**src/rtl/dff_bist_ctrl_if.sv**
```systemverilog
// Signal bundle between the BIST controller, its start/status client and the flip-flop under test.
interface dff_bist_ctrl_if #(
  parameter int unsigned ERR_W = 16
);
  logic             start;
  logic             dut_q;
  logic             dut_d;
  logic             dut_reset;
  logic             busy;
  logic             done;
  logic             pass;
  logic [ERR_W-1:0] err_count;
  logic [15:0]      vec_count;

  modport master (
    input  start, dut_q,
    output dut_d, dut_reset, busy, done, pass, err_count, vec_count
  );

  modport slave (
    output start, dut_q,
    input  dut_d, dut_reset, busy, done, pass, err_count, vec_count
  );
endinterface

```
**src/rtl/dff_bist_ctrl.sv**
```systemverilog
// BIST controller for a single-bit D flip-flop with synchronous reset: resets it, streams an
// 8-bit LFSR pattern into d and checks every q against a one-cycle-delayed model.
module dff_bist_ctrl #(
  parameter logic [7:0]  SEED        = 8'hA5,
  parameter int unsigned NUM_VECTORS = 200,
  parameter int unsigned ERR_W       = 16
) (
  input  logic            clk,
  input  logic            reset,
  dff_bist_ctrl_if.master bus
);

  localparam int unsigned VEC_W    = 16;
  localparam logic [VEC_W-1:0] LAST_VEC = VEC_W'(NUM_VECTORS - 1);
  localparam logic [ERR_W-1:0] ERR_MAX  = {ERR_W{1'b1}};

  typedef enum logic [2:0] {
    S_IDLE,
    S_DUT_RST,
    S_RUN,
    S_DRAIN,
    S_DONE
  } state_t;

  state_t           state, state_nxt;
  logic [7:0]       lfsr, lfsr_nxt;
  logic             exp_q, exp_q_nxt;
  logic             rst_cnt, rst_cnt_nxt;
  logic             dut_d, dut_d_nxt;
  logic             dut_reset, dut_reset_nxt;
  logic             busy, busy_nxt;
  logic             done, done_nxt;
  logic             pass, pass_nxt;
  logic [ERR_W-1:0] err_count, err_count_nxt;
  logic [VEC_W-1:0] vec_count, vec_count_nxt;
  logic             compare;

  function automatic logic [7:0] lfsr_step(input logic [7:0] s);
    return {s[6:0], s[7] ^ s[5] ^ s[4] ^ s[3]};
  endfunction

  // Next state and next values of every registered output.
  always_comb begin
    state_nxt     = state;
    lfsr_nxt      = lfsr;
    exp_q_nxt     = exp_q;
    rst_cnt_nxt   = 1'b0;
    dut_d_nxt     = 1'b0;
    err_count_nxt = err_count;
    vec_count_nxt = vec_count;
    compare       = 1'b0;

    case (state)
      S_IDLE, S_DONE: begin
        if (bus.start) begin
          state_nxt     = S_DUT_RST;
          err_count_nxt = '0;
          vec_count_nxt = '0;
          lfsr_nxt      = SEED;
        end
      end
      S_DUT_RST: begin
        exp_q_nxt = 1'b0;
        if (rst_cnt) begin
          state_nxt = S_RUN;
          dut_d_nxt = lfsr[7];
          lfsr_nxt  = lfsr_step(lfsr);
        end else begin
          rst_cnt_nxt = 1'b1;
        end
      end
      S_RUN: begin
        compare       = 1'b1;
        exp_q_nxt     = dut_d;
        vec_count_nxt = vec_count + VEC_W'(1);
        if (vec_count == LAST_VEC) begin
          state_nxt = S_DRAIN;
        end else begin
          dut_d_nxt = lfsr[7];
          lfsr_nxt  = lfsr_step(lfsr);
        end
      end
      S_DRAIN: begin
        compare   = 1'b1;
        state_nxt = S_DONE;
      end
      default: state_nxt = S_IDLE;
    endcase

    // Saturating mismatch counter.
    if (compare && (bus.dut_q != exp_q) && (err_count != ERR_MAX)) begin
      err_count_nxt = err_count + ERR_W'(1);
    end

    dut_reset_nxt = !((state_nxt == S_RUN) || (state_nxt == S_DRAIN));
    busy_nxt      = (state_nxt == S_DUT_RST) || (state_nxt == S_RUN) || (state_nxt == S_DRAIN);
    done_nxt      = (state_nxt == S_DONE);
    pass_nxt      = done_nxt && (err_count_nxt == '0);
  end

  always_ff @(posedge clk) begin
    if (reset) begin
      state     <= S_IDLE;
      lfsr      <= SEED;
      exp_q     <= 1'b0;
      rst_cnt   <= 1'b0;
      dut_d     <= 1'b0;
      dut_reset <= 1'b1;
      busy      <= 1'b0;
      done      <= 1'b0;
      pass      <= 1'b0;
      err_count <= '0;
      vec_count <= '0;
    end else begin
      state     <= state_nxt;
      lfsr      <= lfsr_nxt;
      exp_q     <= exp_q_nxt;
      rst_cnt   <= rst_cnt_nxt;
      dut_d     <= dut_d_nxt;
      dut_reset <= dut_reset_nxt;
      busy      <= busy_nxt;
      done      <= done_nxt;
      pass      <= pass_nxt;
      err_count <= err_count_nxt;
      vec_count <= vec_count_nxt;
    end
  end

  assign bus.dut_d     = dut_d;
  assign bus.dut_reset = dut_reset;
  assign bus.busy      = busy;
  assign bus.done      = done;
  assign bus.pass      = pass;
  assign bus.err_count = err_count;
  assign bus.vec_count = vec_count;

endmodule

```
**src/flat_wrapper.sv**
```systemverilog
// flat-port wrapper written by rule: the top's interface ports become plain ports
module dff_bist_ctrl_flat 
#(
  parameter logic [7:0]  SEED        = 8'hA5,
  parameter int unsigned NUM_VECTORS = 200,
  parameter int unsigned ERR_W       = 16
)
  (clk, reset, bus_start, bus_dut_q, bus_dut_d, bus_dut_reset, bus_busy, bus_done, bus_pass, bus_err_count, bus_vec_count);
  dff_bist_ctrl_if #(.ERR_W(ERR_W)) bus_i ();
  input  logic clk;
  input  logic reset;
  input wire logic [$bits(bus_i.start)-1:0] bus_start;
  input wire logic [$bits(bus_i.dut_q)-1:0] bus_dut_q;
  output wire logic [$bits(bus_i.dut_d)-1:0] bus_dut_d;
  output wire logic [$bits(bus_i.dut_reset)-1:0] bus_dut_reset;
  output wire logic [$bits(bus_i.busy)-1:0] bus_busy;
  output wire logic [$bits(bus_i.done)-1:0] bus_done;
  output wire logic [$bits(bus_i.pass)-1:0] bus_pass;
  output wire logic [$bits(bus_i.err_count)-1:0] bus_err_count;
  output wire logic [$bits(bus_i.vec_count)-1:0] bus_vec_count;
  assign bus_i.start = bus_start;
  assign bus_i.dut_q = bus_dut_q;
  assign bus_dut_d = bus_i.dut_d;
  assign bus_dut_reset = bus_i.dut_reset;
  assign bus_busy = bus_i.busy;
  assign bus_done = bus_i.done;
  assign bus_pass = bus_i.pass;
  assign bus_err_count = bus_i.err_count;
  assign bus_vec_count = bus_i.vec_count;
  dff_bist_ctrl #(.SEED(SEED), .NUM_VECTORS(NUM_VECTORS), .ERR_W(ERR_W)) u_core (.clk(clk), .reset(reset), .bus(bus_i));
endmodule
```
**config.mk**
```make
export PLATFORM = sky130hd
export DESIGN_NAME = dff_bist_ctrl_flat
export DESIGN_NICKNAME = d
export VERILOG_FILES = /design/src/rtl/dff_bist_ctrl_if.sv /design/src/rtl/dff_bist_ctrl.sv /design/src/flat_wrapper.sv
export SDC_FILE = /design/constraint.sdc
export NUM_CORES = 1
export LEC_CHECK = 0
export ABC_AREA = 0
export CORE_ASPECT_RATIO = 2
export CORE_UTILIZATION = 54
export CTS_CLUSTER_SIZE = 28
export DETAILED_ROUTE_END_ITERATION = 8
export PLACE_DENSITY = 0.81
export SYNTH_ARGS = -nofsm -noshare
export SYNTH_HDL_FRONTEND = slang
export SYNTH_SLANG_ARGS = --single-unit
```
**constraint.sdc**
```tcl
create_clock -name clk -period 2.47 [get_ports clk]
set_clock_uncertainty 0.15 [all_clocks]
set_input_delay 0.6175 -clock clk [delete_from_list [all_inputs] [get_ports clk]]
set_output_delay 0.6175 -clock clk [all_outputs]
set_load 0.02 [all_outputs]
```
### Word-level counts from Yosys, hierarchy flattened

Cells that the tools add are included.

* bits in writable memories: 0
* input bits: 4
* register bits: 50
* bits in latches: 0
* word-level logic and storage cells: 67
* output and inout port bits: 37
* bits in read-only memories: 0
* memories kept: 0

* multiplexer cells: 19
* $add $sub $neg: 2
* divide/modulo/power cells: 0
* multiply operators: 0
* bitwise operators: 4
* $lt $le $gt $ge: 0
* shift-type cells: 0
* equality and inequality tests: 14
* reductions and logical operators: 17

Operator list (count)
* two-way mux 16 bit: 4
* adder 16 x 1 -> 16 bit, second input constant: 2
* case mux 16 bit (2 select lines): 1
* two-way mux 8 bit: 3
* case mux 8 bit (3 select lines): 1
* == test 16 x 8 -> 1 bit, second input constant: 1
* zero test 16 bit: 1
* inequality test 16 bit, second input constant: 1
* == test 3 x 2 -> 1 bit, second input constant: 4
* case mux 3 bit (4 select lines): 1
* two-way mux 3 bit: 3
* == test 3 x 1 -> 1 bit, second input constant: 2
* == test 3 bit, second input constant: 2
* OR reduction 2 bit: 3
* two-way mux 1 bit: 4
* inequality test 2 bit, second input constant: 2
* case mux 1 bit (2 select lines): 2
* AND reduction 4 bit: 1
* nonzero test 2 bit: 2
* logical AND 1 bit: 3
* zero test 3 bit: 1
* logical OR 1 bit: 3
* nonzero test 3 bit: 1
* XOR 1 bit: 3
* other kinds (5): 5

### Depth between registers and ports, before layout

Gate-level depths: netlist of the first run.

* word-level depth: 8
* mapped depth: 9

### Worst setup path after synthesis of the first run

Ideal clock, no wire load.

* path type: reg-to-reg
* start point: register u_core.err_count[0] (netlist: u_core.bus.err_count[0])
* end point: register u_core.pass (netlist: u_core.bus.pass)
* buffers on the path: 0
* setup slack: 130 ps
* stages on the path, launching flop included: 8
* arrival time: 2102 ps
* required time: 2232 ps
* path through: dfxtp_1 > ha_1 > nand3_1 > nor4_2 > a311oi_1 > o21ai_0 > o311ai_0 > nor4_2

* longest elaborated chain between the ends: 5
* elaborated cells on any way between the ends: 8

Ends and longest elaborated chain
* start: declaration: line dff_bist_ctrl.sv:34 `logic [ERR_W-1:0] err_count, err_count_nxt;`
* start signal: assignment: line dff_bist_ctrl.sv:124 `err_count <= err_count_nxt;`
* parallel branches: the longest is 2 deep, another holds adder 16 x 1 -> 16 bit
* two-way mux 16 bit (*): line dff_bist_ctrl.sv:91 `if (compare && (bus.dut_q != exp_q) && (err_count != ERR_MAX)) begin`
* zero test 16 bit (*): line dff_bist_ctrl.sv:98 `pass_nxt = done_nxt && (err_count_nxt == '0);`
* logical AND 1 bit (*): line dff_bist_ctrl.sv:98
* end signal: assignment: line dff_bist_ctrl.sv:123 `pass <= pass_nxt;`
* end: declaration: line dff_bist_ctrl.sv:33 `logic pass, pass_nxt;`

Mark *: on every way between the ends.
A chain may end at the register's enable or synchronous reset.

### Final worst setup path of the first run

* start point: input port bus_dut_q
* end point: register u_core.pass (netlist: u_core.bus.pass)

* longest elaborated chain between the ends: 6

Ends and longest elaborated chain
* start: declaration: line flat_wrapper.sv:13 `input wire logic [$bits(bus_i.dut_q)-1:0] bus_dut_q;`
* inequality test 1 bit: line dff_bist_ctrl.sv:91
* logical AND 1 bit (2 in series): line dff_bist_ctrl.sv:91
* two-way mux 16 bit: line dff_bist_ctrl.sv:91
* zero test 16 bit: line dff_bist_ctrl.sv:98
* logical AND 1 bit: line dff_bist_ctrl.sv:98

No other way between the ends.

==> results.sh, run 1 <==
export IMPL_fillers=341
export IMPL_vias_per_cell=6.24
export IMPL_peakVddDrop_uv=589
export IMPL_vias=3020
export IMPL_coreArea_um2=4690
export IMPL_crit_arrival_ns=2.54
export IMPL_synth_warning_count=0
export IMPL_track_usage=0.372
export IMPL_syn_num_nets=344
export IMPL_setup_violations=0
export IMPL_die_h_um=101
export IMPL_grt_max_degree=34
export IMPL_drv_slew=0
export IMPL_period_needed_ns=2.47
export IMPL_ys_ff_latch=50
export IMPL_drt_iter0_drc=96
export IMPL_numCtsBuffers=5
export IMPL_clkPwrFrac=0.365
export IMPL_p_sw_mw=0.403
export IMPL_synthesis_area_um2=2670
export IMPL_p_sw_frac=0.250
export IMPL_io_pin_count=41
export IMPL_period_share=0.999
export IMPL_synth_seq_area_share=0.375
export IMPL_seq_power_share=0.519
export IMPL_cts_sinks=50
export IMPL_drive_gt1_frac=0.203
export IMPL_hold_buffers=0
export IMPL_start_kind="input port"
export IMPL_area_growth_synth_to_final_pct=37.3
export IMPL_cts_tree="yes"
export IMPL_htreeDepth=2
export IMPL_path_max_fanout=4
export IMPL_path_cells="clkdlybuf4s50_1 -> xnor2_2 -> or2_1 -> or4b_1 -> nand2_1 -> a41oi_2 -> nor4_2"
export IMPL_cp_required_ns=2.54
export IMPL_cp_end_kind="flop"
export IMPL_antenna_cells=0
export IMPL_drt_total_wl_um=9180
export IMPL_gp_congestion=1.02
export IMPL_max_stage_delay_ns=0.54
export IMPL_synth_cells=338
export IMPL_synth_flop_cell="dfxtp_1"
export IMPL_cap_violations=0
export IMPL_cp_slowest_cell="or4b_1"
export IMPL_status="completed"
export IMPL_yosysUniqueCellTypes=61
export IMPL_die_w_um=51.7
export IMPL_dpl_cell_count=475
export IMPL_multi_input_area_um2=1600
export IMPL_rows=35
export IMPL_antenna_found_initial=0
export IMPL_grt_pass1_wl_um=14500
export IMPL_leakage_nw=1.34
export IMPL_path_class="input port to flop"
export IMPL_start_util=0.569
export IMPL_clock_tree_root_cell="clkbuf_8"
export IMPL_final_cell_count_no_fill=484
export IMPL_clk_pin_slew_ns=0.09
export IMPL_grt_overflow_total=0
export IMPL_synth_edf_count=0
export IMPL_clockBufferDepth=2
export IMPL_first_pass_iters=7
export IMPL_power_density_nw_per_um2=441
export IMPL_dp_hpwl_um=7110
export IMPL_final_antenna_net_count=0
export IMPL_slew_headroom=0.622
export IMPL_seqCellArea_um2=1000
export IMPL_hp_class="flop to flop"
export IMPL_syn_area_per_cell_um2=7.89
export IMPL_critPathTopFamily="simple AND/OR/NAND/NOR gates"
export IMPL_critPathBufInv=1
export IMPL_ys_async_sr_fraction=0
export IMPL_worstMarginPinSlew_ns=0.564
export IMPL_finalHoldViolCount=0
export IMPL_grt_pass1_vias=3065
export IMPL_fmax_ghz=0.405
export IMPL_combPwrFrac=0.116
export IMPL_die_area_um2=5240
export IMPL_numPortBuffers=40
export IMPL_fin_hold_ws_ns=0.310
export IMPL_clkLatencyLatePin_ns=0.30
export IMPL_nets=434
export IMPL_drcViolationCount=0
export IMPL_routedWlPerCell_um=19.0
export IMPL_internal_power_mw=1.21
-- worst reg2reg max path, stage by stage, from the launching register on --
cell and delay (ns):
dfxtp_1 0.36, ha_1 0.21, nand3_1 0.26, nor4_2 0.11
buf_4 0.18, or4b_1 0.52, nand2_1 0.12, a41oi_2 0.13
nor4_2 0.25
-- cell usage in the layout, fill, tap and decap left out, types with 3 or more instances in the layout --
master	count
nand4_1	11
a31oi_1	4
nand3_1	19
a22oi_1	3
and4_1	3
nand2_1	27
inv_1	4
o31a_1	3
buf_4	62
nor4_1	5
o21ai_0	10
dfxtp_1	50
nor3_1	14
a21oi_1	33
a211oi_1	6
clkbuf_8	5
and2_1	3
a311oi_1	5
or3_1	3
nor2_1	48
and3_1	8
nor4_2	3
o21bai_1	4
clkdlybuf4s50_1	40
-- path summary, 6_finish.rpt --
path | cells after the start | start | slack [ns] | endpoint
setup / recovery | 7 | bus_dut_q | 0.002 | u_core.bus.pass$_SDFF_PP0_
hold / removal | 1 | u_core.rst_cnt$_SDFF_PP0_ | 0.31 | u_core.rst_cnt$_SDFF_PP0_
setup reg to reg | 8 | u_core.bus.err_count[1]$_SDFF_PP0_ | 0.10 | u_core.bus.pass$_SDFF_PP0_
hold reg to reg | 1 | u_core.rst_cnt$_SDFF_PP0_ | 0.31 | u_core.rst_cnt$_SDFF_PP0_
-- kinds of logic after synthesis --
group / count (synthesis) / share of synthesized area
fa+ha+maj: 2 / 0.00938
compound gates: 88 / 0.216
flops: 50 / 0.375
xor+xnor: 4 / 0.0131
mux: 5 / 0.0206
simple gates: 166 / 0.328
buf+inv: 23 / 0.0375
-- routing by layer --
metal,track usage,vias to the layer above,part of all wire
li1,-,1443,-
met1,0.338,1409,0.34
met2,0.682,125,0.55
met3,0.0616,43,0.041
met4,0.308,0,0.071
met5,0,-,0
-- cell type report --
type	count	area share
Inverter	4	0.00410
Tap cell	55	0.0188
Sequential cell	50	0.273
Clock inverter	3	0.0120
Timing Repair Buffer	102	0.236
Multi-Input combinational cell	265	0.437
Clock buffer	5	0.0188
-- timing repair --
item,in CTS,in global routing
buffers inserted,1,0
setup endpoints to repair,1,3
resized for setup,1,6
pin swaps,2,2
-- stage by stage --
stage               utilization  instance area [µm²]  worst slack, ns  power [mW]  TNS [ns]
CTS                       0.776                 3640           0.0197        1.62         0
floorplan                     -                 2670            0.130       0.949         0
global route              0.782                 3660          -0.0467        1.67   -0.0467
detailed placement        0.749                 3510           -0.312        1.04     -2.89
global placement          0.749                 3510           -0.328        1.03     -2.55
finish                    0.782                 3660          0.00181        1.61         0
-- state kept, by name, summed over array words and instances (netlist names) --
name                  flops
u_core.bus.pass           1
u_core.bus.vec_count     16
u_core.bus.dut_reset      1
u_core.bus.busy           1
u_core.rst_cnt            1
u_core.bus.err_count     16
u_core.bus.done           1
u_core.lfsr               8
u_core.state              3
u_core.exp_q              1
u_core.bus.dut_d          1
-- cell usage after synthesis (all sizes together), types with 3 or more instances --
cell type | n | area share
mux2 | 4 | 0.017
clkbuf | 13 | 0.018
nand3 | 19 | 0.036
a31oi | 4 | 0.0094
nor4 | 8 | 0.023
dfxtp | 50 | 0.38
inv | 4 | 0.0056
o31a | 3 | 0.0099
or3b | 3 | 0.0099
nand2 | 27 | 0.038
a22oi | 3 | 0.0084
nand4 | 12 | 0.034
o21ai | 11 | 0.021
nor3 | 14 | 0.026
and4 | 3 | 0.0099
and2 | 3 | 0.0070
a311oi | 5 | 0.016
buf | 6 | 0.014
and3 | 8 | 0.019
a21oi | 34 | 0.064
a211oi | 6 | 0.017
or3 | 3 | 0.0070
o21bai | 4 | 0.011
nor2 | 50 | 0.071
or2 | 4 | 0.0094
xnor2 | 3 | 0.0099
-- power by group through the flow --
stage               clock (mW)  sequential (mW)  combinational [mW]
global placement             0            0.855               0.177
detailed placement           0            0.856               0.181
finish                   0.588            0.838               0.188
global route             0.623            0.839               0.205
floorplan                    0            0.856              0.0931
CTS                      0.597            0.837               0.184
No activity file was read; power rests on OpenSTA's default activity.
==> run 2: changes to the inputs <==
Settings changed: GPL_ROUTABILITY_DRIVEN set to 0.
==> run 2 against run 1 <==
The flow now finishes with violations (setup timing). Combinational power down 3%. Critical path depth decreased by 1. Sequential cell count unchanged. Utilization decreased by 0.91 points. Sequential share of layout area grew 0.36 points. Fmax is 0.53% lower. Setup slack worse by 0.013 ns. Largest cell class unchanged. Non-clock buffer count decreased by 12. First-iteration DRC count increased by 53%. Highest routed layer unchanged. Worst hold slack better by 0.0052 ns. Global-route usage decreased by 2.1 points.
==> results.sh, run 2 (synthesis results as in run 1) <==
export IMPL_rows=35
export IMPL_combPwrFrac=0.113
export IMPL_reg_top3="u_core.bus.err_count x16, u_core.bus.vec_count x16, u_core.lfsr x8"
export IMPL_grt_overflow_total=0
export IMPL_nets=422
export IMPL_grt_max_degree=47
export IMPL_finalHoldViolCount=0
export IMPL_first_pass_iters=6
export IMPL_routedWlPerCell_um=18.0
export IMPL_finalPower_mw=1.61
export IMPL_setup_violations=1
export IMPL_path_max_fanout=5
export IMPL_track_usage=0.352
export IMPL_final_cell_mix="49 x nor2_1, 49 x buf_4, 49 x dfxtp_1"
export IMPL_die_h_um=101
export IMPL_cp_end_kind="flop"
export IMPL_drt_iter0_drc=147
export IMPL_drv_slew=0
export IMPL_leakage_nw=1.31
export IMPL_max_stage_delay_ns=0.50
export IMPL_area_growth_synth_to_final_pct=35.7
export IMPL_final_antenna_net_count=0
export IMPL_clockBufferDepth=2
export IMPL_antenna_found_initial=0
export IMPL_clkLatencyLatePin_ns=0.31
export IMPL_vias=2999
export IMPL_fillers=345
export IMPL_start_kind="flop"
export IMPL_internal_power_mw=1.20
export IMPL_htreeDepth=2
export IMPL_finalWorstSetupSlack_ns=-0.0115
export IMPL_power_density_nw_per_um2=446
export IMPL_io_pin_count=41
export IMPL_p_sw_mw=0.411
export IMPL_critPathTopFamily="simple AND/OR/NAND/NOR gates"
export IMPL_path_class="flop to flop"
export IMPL_die_w_um=51.7
export IMPL_drcViolationCount=0
export IMPL_numPortBuffers=40
export IMPL_cts_tree="yes"
export IMPL_cp_required_ns=2.55
export IMPL_cts_sinks=50
export IMPL_vias_per_cell=6.35
export IMPL_multi_input_area_um2=1630
export IMPL_slew_headroom=0.660
export IMPL_worstMarginPinSlew_ns=0.506
export IMPL_fmax_ghz=0.403
export IMPL_grt_pass1_wl_um=13800
export IMPL_seq_power_share=0.519
export IMPL_clk_pin_slew_ns=0.10
export IMPL_seqCellArea_um2=1000
export IMPL_critPathBufInv=0
export IMPL_grt_pass1_vias=2951
export IMPL_peakVddDrop_uv=501
export IMPL_drive_gt1_frac=0.182
export IMPL_dp_hpwl_um=6090
export IMPL_drt_total_wl_um=8500
export IMPL_period_share=1.00
export IMPL_numCtsBuffers=5
export IMPL_pre_cts_ws_ns=-0.289
export IMPL_coreArea_um2=4690
export IMPL_antenna_cells=0
export IMPL_clkPwrFrac=0.368
export IMPL_start_util=0.569
export IMPL_clock_tree_root_cell="clkbuf_8"
export IMPL_p_sw_frac=0.255
export IMPL_period_needed_ns=2.48
export IMPL_violations="setup timing"
export IMPL_crit_arrival_ns=2.56
export IMPL_hp_class="flop to flop"
export IMPL_path_cells="nand4_1 -> o41ai_4 -> or4b_1 -> nand2_1 -> a41oi_1 -> nor4_2"
export IMPL_status="finished, violations left"
export IMPL_cp_slowest_cell="o41ai_4"
export IMPL_cap_violations=0
export IMPL_die_area_um2=5240
-- run 2: cell count changes in the layout (fill, tap and decap cells not counted), sizes merged --
cell           delta
buf              -12
clkdlybuf4s50     -1
clkinv            +1
dlymetal6s2s      +1
inv               -1
-- run 2: area by class of cell --
cell class                      count  area share
Sequential cell                    50       0.277
Inverter                            4     0.00415
Tap cell                           55      0.0190
Multi-Input combinational cell    265       0.451
Clock inverter                      3      0.0111
Clock buffer                        5      0.0190
Timing Repair Buffer               90       0.218
-- run 2: worst paths after layout --
kind	start	end	slack, ns	cells after the start
setup reg to reg	u_core.bus.err_count[1]$_SDFF_PP0_	u_core.bus.pass$_SDFF_PP0_	-0.01	6
hold reg to reg	u_core.rst_cnt$_SDFF_PP0_	u_core.rst_cnt$_SDFF_PP0_	0.31	1
hold / removal	u_core.rst_cnt$_SDFF_PP0_	u_core.rst_cnt$_SDFF_PP0_	0.31	1
setup / recovery	u_core.bus.err_count[1]$_SDFF_PP0_	u_core.bus.pass$_SDFF_PP0_	-0.01	6
-- run 2: metal layers --
metal  GRT usage  vias up  part of all wire
li1            -     1414                 -
met1       0.344     1380              0.34
met2       0.613      147              0.53
met3      0.0736       58             0.050
met4       0.279        0             0.077
met5           0        -                 0
-- run 2: metrics by stage --
stage | std cells | utilization | hold WS [ns] | setup TNS, ns | cell area [µm²]
floorplan | 338 | - | 0.272 | 0 | 2670
global placement | 463 | 0.732 | 0.291 | -1.66 | 3430
detailed placement | 463 | 0.732 | 0.295 | -2.42 | 3430
CTS | 471 | 0.756 | 0.309 | 0 | 3540
global route | 472 | 0.772 | 0.338 | -0.0861 | 3620
finish | 472 | 0.772 | 0.315 | -0.0115 | 3620
-- run 2: what timing repair did --
| item | in CTS | in global routing |
|---|---|---|
| setup endpoints to repair | 0 | 9 |
| buffers inserted | 0 | 1 |
| resized for setup | 0 | 12 |
| hold buffers | 0 | 0 |
-- run 2: power by group through the flow --
| stage | Clock [mW] | Combinational, mW | Sequential, mW |
|---|---|---|---|
| after floorplan | 0 | 0.0931 | 0.856 |
| after global placement | 0 | 0.173 | 0.855 |
| after detailed placement | 0 | 0.175 | 0.855 |
| after CTS | 0.596 | 0.176 | 0.836 |
| after global routing | 0.623 | 0.199 | 0.840 |
| final | 0.594 | 0.183 | 0.837 |
